**src/rtl/mac_accumulator_pkg.sv**
```systemverilog
// Shared types and default widths for the MAC accumulator slice.
// Optional saturation is selected with the MAC_SATURATE_EN macro.
package mac_pkg;

  localparam int DefDataWidth  = 16;
  localparam int DefAccWidth   = 40;
  localparam int DefCountWidth = 8;

  typedef enum logic [1:0] {
    IDLE,
    RUN,
    DRAIN,
    DONE
  } mac_state_e;

endpackage

```
**src/rtl/mac_accumulator_if.sv**
```systemverilog
// FIFO, job and result handshake bundle of the MAC accumulator.
// The Overflow flag exists only when MAC_SATURATE_EN is defined.
interface mac_accumulator_if
  import mac_pkg::*;
#(
  parameter int DataWidth  = DefDataWidth,
  parameter int AccWidth   = DefAccWidth,
  parameter int CountWidth = DefCountWidth
) ();

  logic                  Start;
  logic [CountWidth-1:0] Length;
  logic                  W_Empty;
  logic                  X_Empty;
  logic [DataWidth-1:0]  W_Data;
  logic [DataWidth-1:0]  X_Data;
  logic                  W_Pop;
  logic                  X_Pop;
  logic [AccWidth-1:0]   Result;
  logic                  ResultValid;
  logic                  ResultReady;
  logic                  Busy;
`ifdef MAC_SATURATE_EN
  logic                  Overflow;
`endif

  modport master (
    output Start, Length, W_Empty, X_Empty, W_Data, X_Data, ResultReady,
    input  W_Pop, X_Pop, Result, ResultValid, Busy
`ifdef MAC_SATURATE_EN
    , input Overflow
`endif
  );

  modport slave (
    input  Start, Length, W_Empty, X_Empty, W_Data, X_Data, ResultReady,
    output W_Pop, X_Pop, Result, ResultValid, Busy
`ifdef MAC_SATURATE_EN
    , output Overflow
`endif
  );

endinterface

```
**src/rtl/mac_accumulator_datapath.sv**
```systemverilog
// Multiply / product register / accumulate path of the MAC accumulator.
// With MAC_SATURATE_EN the accumulator clamps and keeps a sticky overflow flag.
module mac_datapath
  import mac_pkg::*;
#(
  parameter int DataWidth = DefDataWidth,
  parameter int AccWidth  = DefAccWidth
) (
  input  logic                        clk,
  input  logic                        rst,
  input  logic                        clear_i,
  input  logic                        capture_i,
  input  logic signed [DataWidth-1:0] wData_i,
  input  logic signed [DataWidth-1:0] xData_i,
  output logic signed [AccWidth-1:0]  acc_o,
  output logic                        prodValid_o
`ifdef MAC_SATURATE_EN
  , output logic                      overflow_o
`endif
);

  localparam int ProdWidth = 2 * DataWidth;

  logic signed [ProdWidth-1:0] prod_q;
  logic                        prodValid_q;
  logic signed [AccWidth-1:0]  acc_q;
  logic signed [AccWidth-1:0]  acc_d;
  logic signed [AccWidth-1:0]  prodExt;
  logic signed [AccWidth-1:0]  sum;

  assign prodExt = AccWidth'(prod_q);
  assign sum     = acc_q + prodExt;

`ifdef MAC_SATURATE_EN
  logic overflow_q;
  logic overflowNow;

  // Signed overflow: both addends share a sign that the sum does not.
  always_comb begin
    overflowNow = (acc_q[AccWidth-1] == prodExt[AccWidth-1]) &&
                  (sum[AccWidth-1] != acc_q[AccWidth-1]);
    acc_d       = sum;
    if (overflowNow) begin
      acc_d = acc_q[AccWidth-1] ? {1'b1, {(AccWidth-1){1'b0}}}
                                : {1'b0, {(AccWidth-1){1'b1}}};
    end
  end
`else
  always_comb begin
    acc_d = sum;
  end
`endif

  always_ff @(posedge clk) begin
    if (rst) begin
      prod_q      <= '0;
      prodValid_q <= 1'b0;
      acc_q       <= '0;
`ifdef MAC_SATURATE_EN
      overflow_q  <= 1'b0;
`endif
    end else begin
      prodValid_q <= capture_i;
      if (capture_i) begin
        prod_q <= ProdWidth'(wData_i) * ProdWidth'(xData_i);
      end
      if (clear_i) begin
        acc_q      <= '0;
`ifdef MAC_SATURATE_EN
        overflow_q <= 1'b0;
`endif
      end else if (prodValid_q) begin
        acc_q      <= acc_d;
`ifdef MAC_SATURATE_EN
        overflow_q <= overflow_q | overflowNow;
`endif
      end
    end
  end

  assign acc_o       = acc_q;
  assign prodValid_o = prodValid_q;
`ifdef MAC_SATURATE_EN
  assign overflow_o  = overflow_q;
`endif

endmodule

```
**src/rtl/mac_accumulator.sv**
```systemverilog
// Dot-product MAC: pops paired W/X FIFO words and returns a signed sum.
// Define MAC_SATURATE_EN for saturating accumulation with an Overflow flag.
module mac_accumulator
  import mac_pkg::*;
#(
  parameter int DataWidth  = DefDataWidth,
  parameter int AccWidth   = DefAccWidth,
  parameter int CountWidth = DefCountWidth
) (
  input  logic           clk,
  input  logic           rst,
  mac_accumulator_if.slave bus
);

  mac_state_e             state_q;
  logic [CountWidth-1:0]  remaining_q;
  logic                   popEn;
  logic                   clearAcc;
  logic                   prodValid;
  logic signed [AccWidth-1:0] acc;

  // Both FIFOs advance together, and never while reset is held.
  assign popEn = (state_q == RUN) && (remaining_q != '0) &&
                 !bus.W_Empty && !bus.X_Empty && !rst;
  assign clearAcc = (state_q == IDLE) && bus.Start && !rst;

  always_ff @(posedge clk) begin
    if (rst) begin
      state_q     <= IDLE;
      remaining_q <= '0;
    end else begin
      unique case (state_q)
        IDLE: begin
          if (bus.Start) begin
            remaining_q <= bus.Length;
            state_q     <= (bus.Length == '0) ? DONE : RUN;
          end
        end
        RUN: begin
          if (popEn) begin
            remaining_q <= remaining_q - 1'b1;
            if (remaining_q == CountWidth'(1)) begin
              state_q <= DRAIN;
            end
          end
        end
        DRAIN: begin
          if (prodValid) begin
            state_q <= DONE;
          end
        end
        DONE: begin
          if (bus.ResultReady) begin
            state_q <= IDLE;
          end
        end
        default: state_q <= IDLE;
      endcase
    end
  end

  mac_datapath #(
    .DataWidth(DataWidth),
    .AccWidth (AccWidth)
  ) u_datapath (
    .clk        (clk),
    .rst        (rst),
    .clear_i    (clearAcc),
    .capture_i  (popEn),
    .wData_i    (bus.W_Data),
    .xData_i    (bus.X_Data),
    .acc_o      (acc),
    .prodValid_o(prodValid)
`ifdef MAC_SATURATE_EN
    , .overflow_o(bus.Overflow)
`endif
  );

  assign bus.W_Pop       = popEn;
  assign bus.X_Pop       = popEn;
  assign bus.ResultValid = (state_q == DONE) && !rst;
  assign bus.Busy        = (state_q != IDLE) && !rst;
  assign bus.Result      = rst ? '0 : acc;

endmodule

```
**src/flat_wrapper.sv**
```systemverilog
// flat-port wrapper written by rule: the top's interface ports become plain ports
module mac_accumulator_flat import mac_pkg::*;
#(
  parameter int DataWidth  = DefDataWidth,
  parameter int AccWidth   = DefAccWidth,
  parameter int CountWidth = DefCountWidth
)
  (clk, rst, bus_Start, bus_Length, bus_W_Empty, bus_X_Empty, bus_W_Data, bus_X_Data, bus_ResultReady, bus_W_Pop, bus_X_Pop, bus_Result, bus_ResultValid, bus_Busy);
  mac_accumulator_if #(.DataWidth(DataWidth), .AccWidth(AccWidth), .CountWidth(CountWidth)) bus_i ();
  input  logic clk;
  input  logic rst;
  input wire logic [$bits(bus_i.Start)-1:0] bus_Start;
  input wire logic [$bits(bus_i.Length)-1:0] bus_Length;
  input wire logic [$bits(bus_i.W_Empty)-1:0] bus_W_Empty;
  input wire logic [$bits(bus_i.X_Empty)-1:0] bus_X_Empty;
  input wire logic [$bits(bus_i.W_Data)-1:0] bus_W_Data;
  input wire logic [$bits(bus_i.X_Data)-1:0] bus_X_Data;
  input wire logic [$bits(bus_i.ResultReady)-1:0] bus_ResultReady;
  output wire logic [$bits(bus_i.W_Pop)-1:0] bus_W_Pop;
  output wire logic [$bits(bus_i.X_Pop)-1:0] bus_X_Pop;
  output wire logic [$bits(bus_i.Result)-1:0] bus_Result;
  output wire logic [$bits(bus_i.ResultValid)-1:0] bus_ResultValid;
  output wire logic [$bits(bus_i.Busy)-1:0] bus_Busy;
  assign bus_i.Start = bus_Start;
  assign bus_i.Length = bus_Length;
  assign bus_i.W_Empty = bus_W_Empty;
  assign bus_i.X_Empty = bus_X_Empty;
  assign bus_i.W_Data = bus_W_Data;
  assign bus_i.X_Data = bus_X_Data;
  assign bus_i.ResultReady = bus_ResultReady;
  assign bus_W_Pop = bus_i.W_Pop;
  assign bus_X_Pop = bus_i.X_Pop;
  assign bus_Result = bus_i.Result;
  assign bus_ResultValid = bus_i.ResultValid;
  assign bus_Busy = bus_i.Busy;
  mac_accumulator #(.DataWidth(DataWidth), .AccWidth(AccWidth), .CountWidth(CountWidth)) u_core (.clk(clk), .rst(rst), .bus(bus_i));
endmodule
```
**config.mk**
```make
export PLATFORM = sky130hd
export DESIGN_NAME = mac_accumulator_flat
export DESIGN_NICKNAME = d
export VERILOG_FILES = /design/src/rtl/mac_accumulator_pkg.sv /design/src/rtl/mac_accumulator_if.sv /design/src/rtl/mac_accumulator_datapath.sv /design/src/rtl/mac_accumulator.sv /design/src/flat_wrapper.sv
export SDC_FILE = /design/constraint.sdc
export NUM_CORES = 1
export LEC_CHECK = 0
export BUFFER_PORTS_ARGS = -buffer_cell sky130_fd_sc_hd__buf_4
export CORE_MARGIN = 4
export CORE_UTILIZATION = 60
export DETAILED_ROUTE_END_ITERATION = 10
export PLACE_DENSITY = 0.9
export SLEW_MARGIN = 20
export SYNTH_ARGS = -nofsm -noshare
export SYNTH_HDL_FRONTEND = slang
export SYNTH_HIERARCHICAL = 1
export SYNTH_SLANG_ARGS = --single-unit
export TNS_END_PERCENT = 30
```
**constraint.sdc**
```tcl
create_clock -name clk -period 9.1 [get_ports clk]
set_clock_uncertainty 0.15 [all_clocks]
set_input_delay 1.82 -clock clk [delete_from_list [all_inputs] [get_ports clk]]
set_output_delay 1.82 -clock clk [all_outputs]
set_load 0.02 [all_outputs]
```
# Word level (Yosys, flattened, before mapping)
# Index checks and enable logic that the tools add are counted.
[op_classes]
addsub = 2
multipliers = 1
eq_ne = 9
n_mux = 11
n_reduce_logical = 19
[ops]
columns = ["operator", "count"]
rows = [
  ["adder 40 x 32 -> 40 bit", 1],
  ["two-way mux 40 bit", 1],
  ["multiplier 16 x 16 -> 32 bit", 1],
  ["two-way mux 8 bit", 2],
  ["case mux 8 bit (2 select lines)", 1],
  ["two-way mux 2 bit", 6],
  ["!= test 2 bit, second input constant", 5],
  ["equality test 8 x 1 -> 1 bit, second input constant", 1],
  ["logical AND 1 bit", 8],
  ["logical NOT 8 bit", 1],
  ["case mux 2 bit (4 select lines)", 1],
  ["nonzero test 8 bit", 1],
  ["subtractor 8 x 1 -> 8 bit, second input constant", 1],
  ["AND reduction 5 bit", 1],
  ["equality test 2 bit, second input constant", 2],
  ["nonzero test 2 bit", 2],
  ["logical NOT 1 bit", 3],
  ["AND reduction 3 bit", 1],
  ["equality test 2 x 1 -> 1 bit, second input constant", 1],
  ["logical NOT 2 bit", 1],
  ["OR reduction 2 bit", 1],
]
[totals]
regBits = 83
inputBits = 46
output_inout_bits = 44
wordCells = 47

# Longest topological paths before layout
# Gate-level depths: netlist (run 1).
[depth]
depth_word = 7
ltp_mapped = 24
depth_no_buf = 23

# By module
# Netlist (run 1), hierarchy kept.
[modules_own_cells]
columns = ["module", "instances", "cells_per_inst", "area_per_inst_um2", "seq_area_each_um2"]
rows = [
  ["mac_datapath", 1, 1610, 14378.8, 1461.4],
  ["mac_accumulator", 1, 153, 1118.6, 200.2],
]

# Least setup slack after synthesis (run 1)
# OpenSTA, ideal clock, no wires.
[synth_path]
path_kind = "input-to-reg"
from = "input bus_X_Data[2]"
to = "register u_core.u_datapath.prod_q[31]"
t_arrival_ps = 7528
required_time_ps = 8879
path_slack_ps = 1352
stages = 23
path_buffers = 1
path_cell_list = "clkbuf_1 -> and2_1 -> fa_1 -> inv_1 -> fa_1 -> fa_1 -> inv_1 -> fa_1 -> fa_1 -> inv_1 -> fa_1 -> inv_1 -> ha_1 -> a21o_1 -> a21o_1 -> a2111oi_2 -> o31a_1 -> nand2_1 -> a31oi_1 -> or2_1 -> a31oi_1 -> mux2_1 -> a21oi_1"
[synth_between]
elab_chain_len = 1
[synth_rtl]
columns = ["element", "line", "rtl"]
rows = [
  ["from (decl)", "flat_wrapper.sv:17", "input wire logic [$bits(bus_i.X_Data)-1:0] bus_X_Data;"],
  ["multiplier 16 x 16 -> 32 bit", "mac_accumulator_datapath.sv:65", "prod_q <= ProdWidth'(wData_i) * ProdWidth'(xData_i);"],
  ["to (signal assigned)", "mac_accumulator_datapath.sv:65", ""],
  ["to (decl)", "mac_accumulator_datapath.sv:24", "logic signed [ProdWidth-1:0] prod_q;"],
]
# No other way between the ends.
# A chain may end at the register's enable or synchronous reset.

# Final worst setup path (run 1)
[layout_path]
from = "input bus_X_Data[15]"
to = "register u_core.u_datapath.prod_q[31]"
# Same word-level chain as after synthesis.

==> flow_metrics.env, run 1 <==
export IMPL_drv_cap=0
export IMPL_reg2reg_from="u_core/u_datapath/prod_q[0]$_SDFFE_PP0P_"
export IMPL_critPathLaunch="bus_X_Data[15]"
export IMPL_top_usage_layer="met2"
export IMPL_min_from="u_core/u_datapath/acc_o[39]$_SDFFE_PP0P_"
export IMPL_min_period_over_period_pct=86.9
export IMPL_ys_warnings_count=6
export IMPL_use_met2_pct=46.2
export IMPL_clk_latency_ns=0.34
export IMPL_via_count=12456
export IMPL_clkTransAtPathRegs_ns=0.06
export IMPL_core_mm2=0.0253
export IMPL_routed_wl_mm=36.1
export IMPL_crit_path_max_fanout=14
export IMPL_critPathRequiredTime_ns=9.21
export IMPL_mostFrequentLayoutCells="inv_1 (300), fa_1 (263), nand2_1 (173)"
export IMPL_n_antenna_cell=0
export IMPL_fmax_mhz=126
export IMPL_grt_pass1_wl_mm=61.2
export IMPL_io_pins=90
export IMPL_place_hpwl_mm=29.1
export IMPL_fillCellCount=1881
export IMPL_post_cts_setup_buffers=0
export IMPL_syn_avg_cell_area_um2=8.79
export IMPL_drt_initial_drc_count=1086
export IMPL_register_area_mm2=0.00166
export IMPL_arrival_ns=8.01
export IMPL_final_nets=2233
export IMPL_dieArea_mm2=0.0285
export IMPL_numCtsBuffers=9
export IMPL_synth_cells=1763
export IMPL_use_met1_pct=32.1
export IMPL_grt_usage_pct=25.7
export IMPL_fp_dieW_um=169
export IMPL_finalMaxSlewViolations=0
export IMPL_finalHoldViolCount=0
export IMPL_layout_min_cycle_time_ns=7.91
export IMPL_syn_to_final_growth_pct=7.32
export IMPL_ys_seq_area_share_pct=10.7
export IMPL_grtUsageMet3_pct=3.01
export IMPL_cts_sinks=83
export IMPL_syn_area_mm2=0.0155
export IMPL_worstMarginPinSlew_ns=1.07
export IMPL_synth_nets=2200
export IMPL_htree_levels=3
export IMPL_grt_max_degree=74
export IMPL_final_common_cell="inv_1"
export IMPL_grt_pass1_vias=13085
export IMPL_slew_limit_headroom_pct=28.4
export IMPL_drtPass1Iterations=6
export IMPL_synth_cell_type_count=81
export IMPL_whs_ns=0.323
export IMPL_placementRows=58
export IMPL_ys_ff_latch=83
export IMPL_synthFlopType="dfxtp_1"
export IMPL_async_flop_share_pct=0
export IMPL_cp_end_kind="register"
export IMPL_holdCritPathClass="register to register"
export IMPL_gp_congestion=0.939
export IMPL_multi_input_area_mm2=0.0124
export IMPL_cts_resized=0
export IMPL_drive_gt1_share_pct=7.44
export IMPL_drc=0
export IMPL_ctsHoldBuffers=0
export IMPL_grt_overflow_total=0
export IMPL_start_util_pct=61.2
export IMPL_via_per_inst=5.85
export IMPL_tritoncts="yes"
export IMPL_dp_cells=2115
export IMPL_synth_edff_count=0
export IMPL_fin_cells=2131
export IMPL_wl_per_cell_um=16.9
export IMPL_status="complete, no violations"
export IMPL_io_buffers=89
export IMPL_detail_route_antenna_nets=0
export IMPL_critPathLaunchType="primary input"
export IMPL_finalSetupViolations=0
export IMPL_antenna_found_initial=0
export IMPL_die_h_um=169
export IMPL_tns_ns=0
export IMPL_clk_path_buf_depth=2
export IMPL_rsz0062_at_grt="false"
export IMPL_crit_type="primary input to register"
export IMPL_cts_root_buf="clkbuf_16"
export IMPL_regToRegSetupSlack_ns=5.63
==> critical path, cell delays in order <==
cell and delay, ns:
buf_4 0.13, inv_1 0.40, nor2_1 0.13, fa_1 0.52, fa_1 0.42, fa_1 0.51
fa_1 0.43, fa_1 0.51, inv_1 0.05, fa_1 0.47, inv_1 0.04, ha_1 0.33
a21o_1 0.18, a21o_1 0.18, a2111oi_2 0.44, o31a_1 0.20, nand2_1 0.09, a31oi_1 0.40
or2_1 0.17, a31oi_1 0.09, mux2_1 0.33, a21oi_1 0.16
==> kinds of logic (layout without fill, tap and decap cells) <==
logic type               after synthesis  count (layout)  synth area share [%]
AO/OA/AOI/OAI                        267             267                  11.8
XOR/XNOR                              57              57                  3.22
buffers and inverters                370             408                  9.26
flip-flops                            83              83                  10.7
adder cells (fa/ha/maj)              391             391                  44.3
AND/OR/NAND/NOR                      557             557                  18.2
multiplexers                          38              38                  2.47
==> metrics by stage <==
step / util, % / cell area, um^2 / setup WS [ns]
3_5_place_dp: 64.3 / 16300 / 0.913
5_1_grt: 65.7 / 16600 / 1.02
3_3_place_gp: 64.3 / 16300 / 1.09
4_1_cts: 65.7 / 16600 / 1.25
2_1_floorplan: - / 15500 / 1.35
6_report: 65.7 / 16600 / 1.19
==> registers in the layout (all words and copies together) (netlist names) <==
signal	count
u_core/u_datapath/acc_o	40
u_core/u_datapath/prod_q	32
u_core/remaining_q	8
u_core/state_q	2
u_core/u_datapath/prodValid_o	1
==> metal layers <==
metal | share of wire (%) | routed length, um
met5 | 0 | 0
met4 | 3.5 | 1270
met3 | 5.2 | 1880
met2 | 53 | 19000
met1 | 39 | 14000
==> cell type report <==
class | instances | share of cell area (%)
clock buffers | 11 | 1.52
clock inverters | 5 | 0.512
inverters | 300 | 6.77
multi-input cells | 1310 | 74.6
flip-flops and latches | 83 | 9.99
well taps | 330 | 2.48
repair buffers | 92 | 4.15
==> worst paths after layout <==
kind	cells after the start	endpoint
worst max-delay path	22	u_core/u_datapath/prod_q[31]$_SDFFE_PP0P_
worst max register to register	13	u_core/u_datapath/acc_o[36]$_SDFFE_PP0P_
worst min register to register	2	u_core/u_datapath/acc_o[39]$_SDFFE_PP0P_
worst min-delay path	2	u_core/u_datapath/acc_o[39]$_SDFFE_PP0P_
==> synth_stat cells (4+ instances only) <==
library cell    n  area, um^2
a211o_1         4        35.0
a211oi_1       14         105
a21o_1         38         285
a21o_2          5        43.8
a21oi_1        76         380
a31oi_1         9        56.3
and2_1        128         801
and3_1          5        31.3
clkbuf_1       60         225
dfxtp_1        83        1660
fa_1          263        5270
ha_1          128        1600
inv_1         300        1130
mux2i_1        36         360
nand2_1       173         649
nand2b_1       23         144
nand3_1        14        70.1
nand4_1         9        56.3
nor2_1        101         379
nor2b_1        49         307
nor3_1         16        80.1
nor3b_1         4        30.0
nor4_1          7        43.8
o211ai_1        8        60.1
o21a_1         12        90.1
o21ai_0        32         160
o21ai_1        12        60.1
o21bai_1        4        30.0
o22ai_1         7        43.8
o31ai_1         7        52.6
or3_1           6        37.5
xnor2_1        45         394
xor2_1         12         105
Power of run 1 is not shown: default switching activity piles up to over one toggle a cycle in this logic, so the estimate is an artifact.
==> run 2, diff against run 1 <==
--- a/config.mk
+++ b/config.mk
@@ -5,11 +5,13 @@
 export SDC_FILE = /design/constraint.sdc
 export NUM_CORES = 1
 export LEC_CHECK = 0
+export ABC_CLOCK_PERIOD_IN_PS = 9100
 export BUFFER_PORTS_ARGS = -buffer_cell sky130_fd_sc_hd__buf_4
 export CORE_MARGIN = 4
-export CORE_UTILIZATION = 60
+export CORE_UTILIZATION = 55
 export DETAILED_ROUTE_END_ITERATION = 10
-export PLACE_DENSITY = 0.9
+export GPL_ROUTABILITY_DRIVEN = 1
+export PLACE_DENSITY = 0.84
 export SLEW_MARGIN = 20
 export SYNTH_ARGS = -nofsm -noshare
 export SYNTH_HDL_FRONTEND = slang
==> run 2 against run 1 <==
Net effect:
- routed wire length about the same
- die area increased by 8.6%
- sequential share of layout area about the same
- critical endpoint unchanged
- cell count rose by 2.3%
- non-clock buffer count up 2
- register-to-register slack about the same
==> flow_metrics.env, run 2 (synthesis gave the netlist of run 1 again) <==
export IMPL_drc=0
export IMPL_start_util_pct=55.8
export IMPL_tns_ns=0
export IMPL_tritoncts="yes"
export IMPL_htree_levels=3
export IMPL_drv_cap=0
export IMPL_fin_area_mm2=0.0167
export IMPL_gp_congestion=0.909
export IMPL_drive_gt1_share_pct=7.54
export IMPL_drt_initial_drc_count=805
export IMPL_rsz0062_at_grt="false"
export IMPL_via_count=12252
export IMPL_cts_root_buf="clkbuf_16"
export IMPL_fmax_mhz=128
export IMPL_clk_path_buf_depth=2
export IMPL_holdCritPathClass="register to register"
export IMPL_cp_end_kind="register"
export IMPL_grt_max_degree=77
export IMPL_crit_path_max_fanout=14
export IMPL_critPathRequiredTime_ns=9.22
export IMPL_placementRows=61
export IMPL_drtPass1Iterations=5
export IMPL_slew_limit_headroom_pct=49.9
export IMPL_largest_reg_flops=40
export IMPL_wl_per_cell_um=16.6
export IMPL_status="complete, no violations"
export IMPL_final_nets=2235
export IMPL_ctsHoldBuffers=0
export IMPL_post_cts_setup_buffers=0
export IMPL_crit_type="primary input to register"
export IMPL_critPathLaunchType="primary input"
export IMPL_grt_pass1_wl_mm=60.8
export IMPL_dieArea_mm2=0.0309
export IMPL_io_buffers=89
export IMPL_place_hpwl_mm=29.0
export IMPL_grt_usage_pct=23.6
export IMPL_endpoint="u_core/u_datapath/prod_q[31]$_SDFFE_PP0P_"
export IMPL_fp_dieW_um=176
export IMPL_routed_wl_mm=36.1
export IMPL_io_pins=90
export IMPL_finalMaxSlewViolations=0
export IMPL_regToRegSetupSlack_ns=5.64
export IMPL_layout_min_cycle_time_ns=7.83
export IMPL_arrival_ns=7.94
export IMPL_finalHoldViolCount=0
export IMPL_n_antenna_cell=0
export IMPL_syn_to_final_growth_pct=7.61
export IMPL_rr_endpoint="u_core/u_datapath/acc_o[36]$_SDFFE_PP0P_"
export IMPL_critPathLaunch="bus_X_Data[15]"
export IMPL_reg2regPathDepth=13
export IMPL_dpl_cell_area_mm2=0.0164
export IMPL_numCtsBuffers=9
export IMPL_core_mm2=0.0278
export IMPL_worstMarginPinSlew_ns=0.752
export IMPL_via_per_inst=5.62
export IMPL_cts_resized=0
export IMPL_reg2reg_from="u_core/u_datapath/prod_q[0]$_SDFFE_PP0P_"
export IMPL_clkTransAtPathRegs_ns=0.06
export IMPL_register_area_mm2=0.00166
export IMPL_detail_route_antenna_nets=0
export IMPL_finalSetupViolations=0
export IMPL_cts_sinks=83
export IMPL_final_common_cell="inv_1"
export IMPL_grt_overflow_total=0
export IMPL_min_period_over_period_pct=86.0
export IMPL_grt_pass1_vias=12951
export IMPL_multi_input_area_mm2=0.0124
export IMPL_clk_latency_ns=0.34
export IMPL_mostFrequentLayoutCells="inv_1 (300), fa_1 (263), nand2_1 (173)"
export IMPL_antenna_found_initial=0
export IMPL_die_h_um=176
export IMPL_fillCellCount=2372
run 2: worst min-delay path by stage:
stage	to	startpoint	depth (start not counted)
global route	u_core/u_datapath/prod_q[14]$_SDFFE_PP0P_	u_core/u_datapath/prod_q[14]$_SDFFE_PP0P_	2
finish	u_core/u_datapath/acc_o[4]$_SDFFE_PP0P_	u_core/u_datapath/acc_o[4]$_SDFFE_PP0P_	2
global placement	u_core/u_datapath/acc_o[4]$_SDFFE_PP0P_	u_core/u_datapath/acc_o[4]$_SDFFE_PP0P_	2
floorplan	u_core/u_datapath/acc_o[39]$_SDFFE_PP0P_	u_core/u_datapath/acc_o[39]$_SDFFE_PP0P_	2
CTS	u_core/u_datapath/acc_o[4]$_SDFFE_PP0P_	u_core/u_datapath/acc_o[4]$_SDFFE_PP0P_	2
detailed placement	u_core/u_datapath/prod_q[14]$_SDFFE_PP0P_	u_core/u_datapath/prod_q[14]$_SDFFE_PP0P_	2
run 2: layout make-up:
class                   instances  share of cell area (%)
clock buffers                   9                    1.35
multi-input cells            1310                    74.4
repair buffers                 94                    4.23
inverters                     300                    6.75
clock inverters                 7                   0.495
well taps                     378                    2.84
flip-flops and latches         83                    9.96
run 2: worst max-delay path, stage by stage:
cell and delay, ns:
buf_4 0.13, inv_1 0.39, nor2_1 0.12, fa_1 0.52, fa_1 0.44, fa_1 0.55, fa_1 0.44, fa_1 0.48
inv_1 0.05, fa_1 0.47, inv_1 0.04, ha_1 0.33, a21o_1 0.18, a21o_1 0.18, a2111oi_2 0.41, o31a_1 0.18
nand2_1 0.10, a31oi_1 0.40, or2_1 0.17, a31oi_1 0.09, mux2_1 0.32, a21oi_1 0.13
run 2: metal layers:
layer | routed length (um) | track usage, %
met2 | 19000 | 43.2
met5 | 0 | 0
met4 | 1210 | 8.25
met1 | 14000 | 28.7
met3 | 1800 | 3.03
run 2: stage by stage:
stage | worst slack (ns) | utilization, % | std cells | hold slack [ns]
2_1_floorplan | 1.35 | - | 1763 | 0.294
3_3_place_gp | 1.09 | 58.9 | 2165 | 0.314
3_5_place_dp | 0.953 | 58.9 | 2165 | 0.323
4_1_cts | 1.29 | 60.0 | 2181 | 0.334
5_1_grt | 1.07 | 60.0 | 2181 | 0.346
6_report | 1.27 | 60.0 | 2181 | 0.331
Power of run 2 is left out for the same reason.
==> run 3, diff against run 2 <==
--- a/config.mk
+++ b/config.mk
@@ -8,10 +8,10 @@
 export ABC_CLOCK_PERIOD_IN_PS = 9100
 export BUFFER_PORTS_ARGS = -buffer_cell sky130_fd_sc_hd__buf_4
 export CORE_MARGIN = 4
-export CORE_UTILIZATION = 55
+export CORE_UTILIZATION = 33
 export DETAILED_ROUTE_END_ITERATION = 10
 export GPL_ROUTABILITY_DRIVEN = 1
-export PLACE_DENSITY = 0.84
+export PLACE_DENSITY = 0.59
 export SLEW_MARGIN = 20
 export SYNTH_ARGS = -nofsm -noshare
 export SYNTH_HDL_FRONTEND = slang
==> constraint.sdc (replaced) <==
create_clock -name clk -period 9.1 [get_ports clk]
set_clock_uncertainty 0.15 [all_clocks]
set_input_delay 0.91 -clock clk [delete_from_list [all_inputs] [get_ports clk]]
set_output_delay 0.91 -clock clk [all_outputs]
set_load 0.02 [all_outputs]
==> run 3 against run 2 <==
Net effect:
- global-route usage shrank 9.0 points
- worst hold slack lost 0.0024 ns
- die area grew 63%
- flip-flop and latch count is the same
- worst setup slack gained 0.89 ns
- count of clock-buffer cells in the layout grew 1
- via count shrank 2.9%
- non-clock buffer count is the same
- register-to-register slack lost 0.07 ns
- routed wire length grew 2.9%
- largest cell class unchanged
==> flow_metrics.env, run 3 (synthesis gave the netlist of run 1 again) <==
export IMPL_status="complete, no violations"
export IMPL_fin_area_mm2=0.0170
export IMPL_gp_congestion=0.844
export IMPL_arrival_ns=7.05
export IMPL_ctsHoldBuffers=0
export IMPL_io_pins=90
export IMPL_reg2regPathDepth=13
export IMPL_drive_gt1_share_pct=7.54
export IMPL_cp_end_kind="register"
export IMPL_grt_pass1_vias=12250
export IMPL_slew_limit_headroom_pct=53.0
export IMPL_holdCritPathClass="register to register"
export IMPL_numCtsBuffers=9
export IMPL_post_cts_setup_buffers=0
export IMPL_drc=0
export IMPL_tritoncts="yes"
export IMPL_routed_wl_mm=37.1
export IMPL_dieArea_mm2=0.0505
export IMPL_critPathRequiredTime_ns=9.22
export IMPL_n_antenna_cell=0
export IMPL_finalMaxSlewViolations=0
export IMPL_grt_usage_pct=14.6
export IMPL_critPathLaunchType="primary input"
export IMPL_final_nets=2235
export IMPL_fp_dieW_um=225
export IMPL_dpl_cell_area_mm2=0.0167
export IMPL_grt_max_degree=74
export IMPL_worstMarginPinSlew_ns=0.706
export IMPL_cts_resized=0
export IMPL_final_common_cell="inv_1"
export IMPL_fmax_mhz=144
export IMPL_finalSetupViolations=0
export IMPL_holdPathStages=2
export IMPL_clkTransAtPathRegs_ns=0.07
export IMPL_mostFrequentLayoutCells="inv_1 (300), fa_1 (263), nand2_1 (173)"
export IMPL_fin_cells=2410
export IMPL_start_util_pct=33.4
export IMPL_layout_min_cycle_time_ns=6.93
export IMPL_register_area_mm2=0.00166
export IMPL_crit_type="primary input to register"
export IMPL_largest_reg_flops=40
export IMPL_detail_route_antenna_nets=0
export IMPL_tns_ns=0
export IMPL_die_h_um=225
export IMPL_grt_overflow_total=0
export IMPL_crit_path_max_fanout=14
export IMPL_drt_initial_drc_count=567
export IMPL_placementRows=79
export IMPL_clk_latency_ns=0.34
export IMPL_fillCellCount=4787
export IMPL_rsz0062_at_grt="false"
export IMPL_dp_cells=2394
export IMPL_clk_path_buf_depth=2
export IMPL_cts_sinks=83
export IMPL_drv_cap=0
export IMPL_antenna_found_initial=0
export IMPL_syn_to_final_growth_pct=9.48
export IMPL_wl_per_cell_um=15.4
export IMPL_place_hpwl_mm=30.3
export IMPL_post_route_util_pct=36.5
export IMPL_min_period_over_period_pct=76.2
export IMPL_via_count=11902
export IMPL_cts_root_buf="clkbuf_16"
export IMPL_multi_input_area_mm2=0.0124
export IMPL_finalHoldViolCount=0
export IMPL_core_mm2=0.0465
export IMPL_drtPass1Iterations=5
export IMPL_grt_pass1_wl_mm=61.2
export IMPL_io_buffers=89
export IMPL_via_per_inst=4.94
export IMPL_htree_levels=3
run 3: area by class of cell:
| cell class | count | area share (%) |
|---|---|---|
| tap | 607 | 4.48 |
| inverter | 300 | 6.64 |
| timing repair buffer | 94 | 4.16 |
| multi-input combinational | 1310 | 73.1 |
| sequential | 83 | 9.79 |
| clock inverter | 6 | 0.428 |
| clock buffer | 10 | 1.41 |
run 3: through the flow:
stage | hold slack (ns) | setup WS, ns
after global routing | 0.364 | 1.93
after floorplan | 0.294 | 2.26
final | 0.328 | 2.17
after detailed placement | 0.327 | 1.83
after CTS | 0.336 | 2.17
after global placement | 0.319 | 1.91
run 3: final timing paths:
path	start	end	slack (ns)
setup / recovery	bus_X_Data[15]	u_core/u_datapath/prod_q[31]$_SDFFE_PP0P_	2.17
hold / removal	u_core/u_datapath/prod_q[14]$_SDFFE_PP0P_	u_core/u_datapath/prod_q[14]$_SDFFE_PP0P_	0.33
hold reg to reg	u_core/u_datapath/prod_q[14]$_SDFFE_PP0P_	u_core/u_datapath/prod_q[14]$_SDFFE_PP0P_	0.33
setup reg to reg	u_core/u_datapath/prod_q[0]$_SDFFE_PP0P_	u_core/u_datapath/acc_o[36]$_SDFFE_PP0P_	5.57
run 3: per-layer routing:
metal,share of wire (%),up-vias,global-route usage (%)
met4,1.6,0,2.81
met5,0,-,0
met3,3.4,35,1.62
met2,53,222,27.0
li1,-,5691,-
met1,42,5954,18.7
run 3: worst max-delay path, cell delays in order:
cell	delay (ns)
buf_4	0.13
inv_1	0.42
nor2_1	0.13
fa_1	0.52
fa_1	0.43
fa_1	0.51
fa_1	0.44
fa_1	0.49
inv_1	0.05
fa_1	0.50
inv_1	0.05
ha_1	0.33
a21o_1	0.18
a21o_1	0.18
a2111oi_2	0.39
o31a_1	0.18
nand2_1	0.09
a31oi_1	0.39
or2_1	0.16
a31oi_1	0.09
mux2_1	0.32
a21oi_1	0.14
Power of run 3 is left out for the same reason.
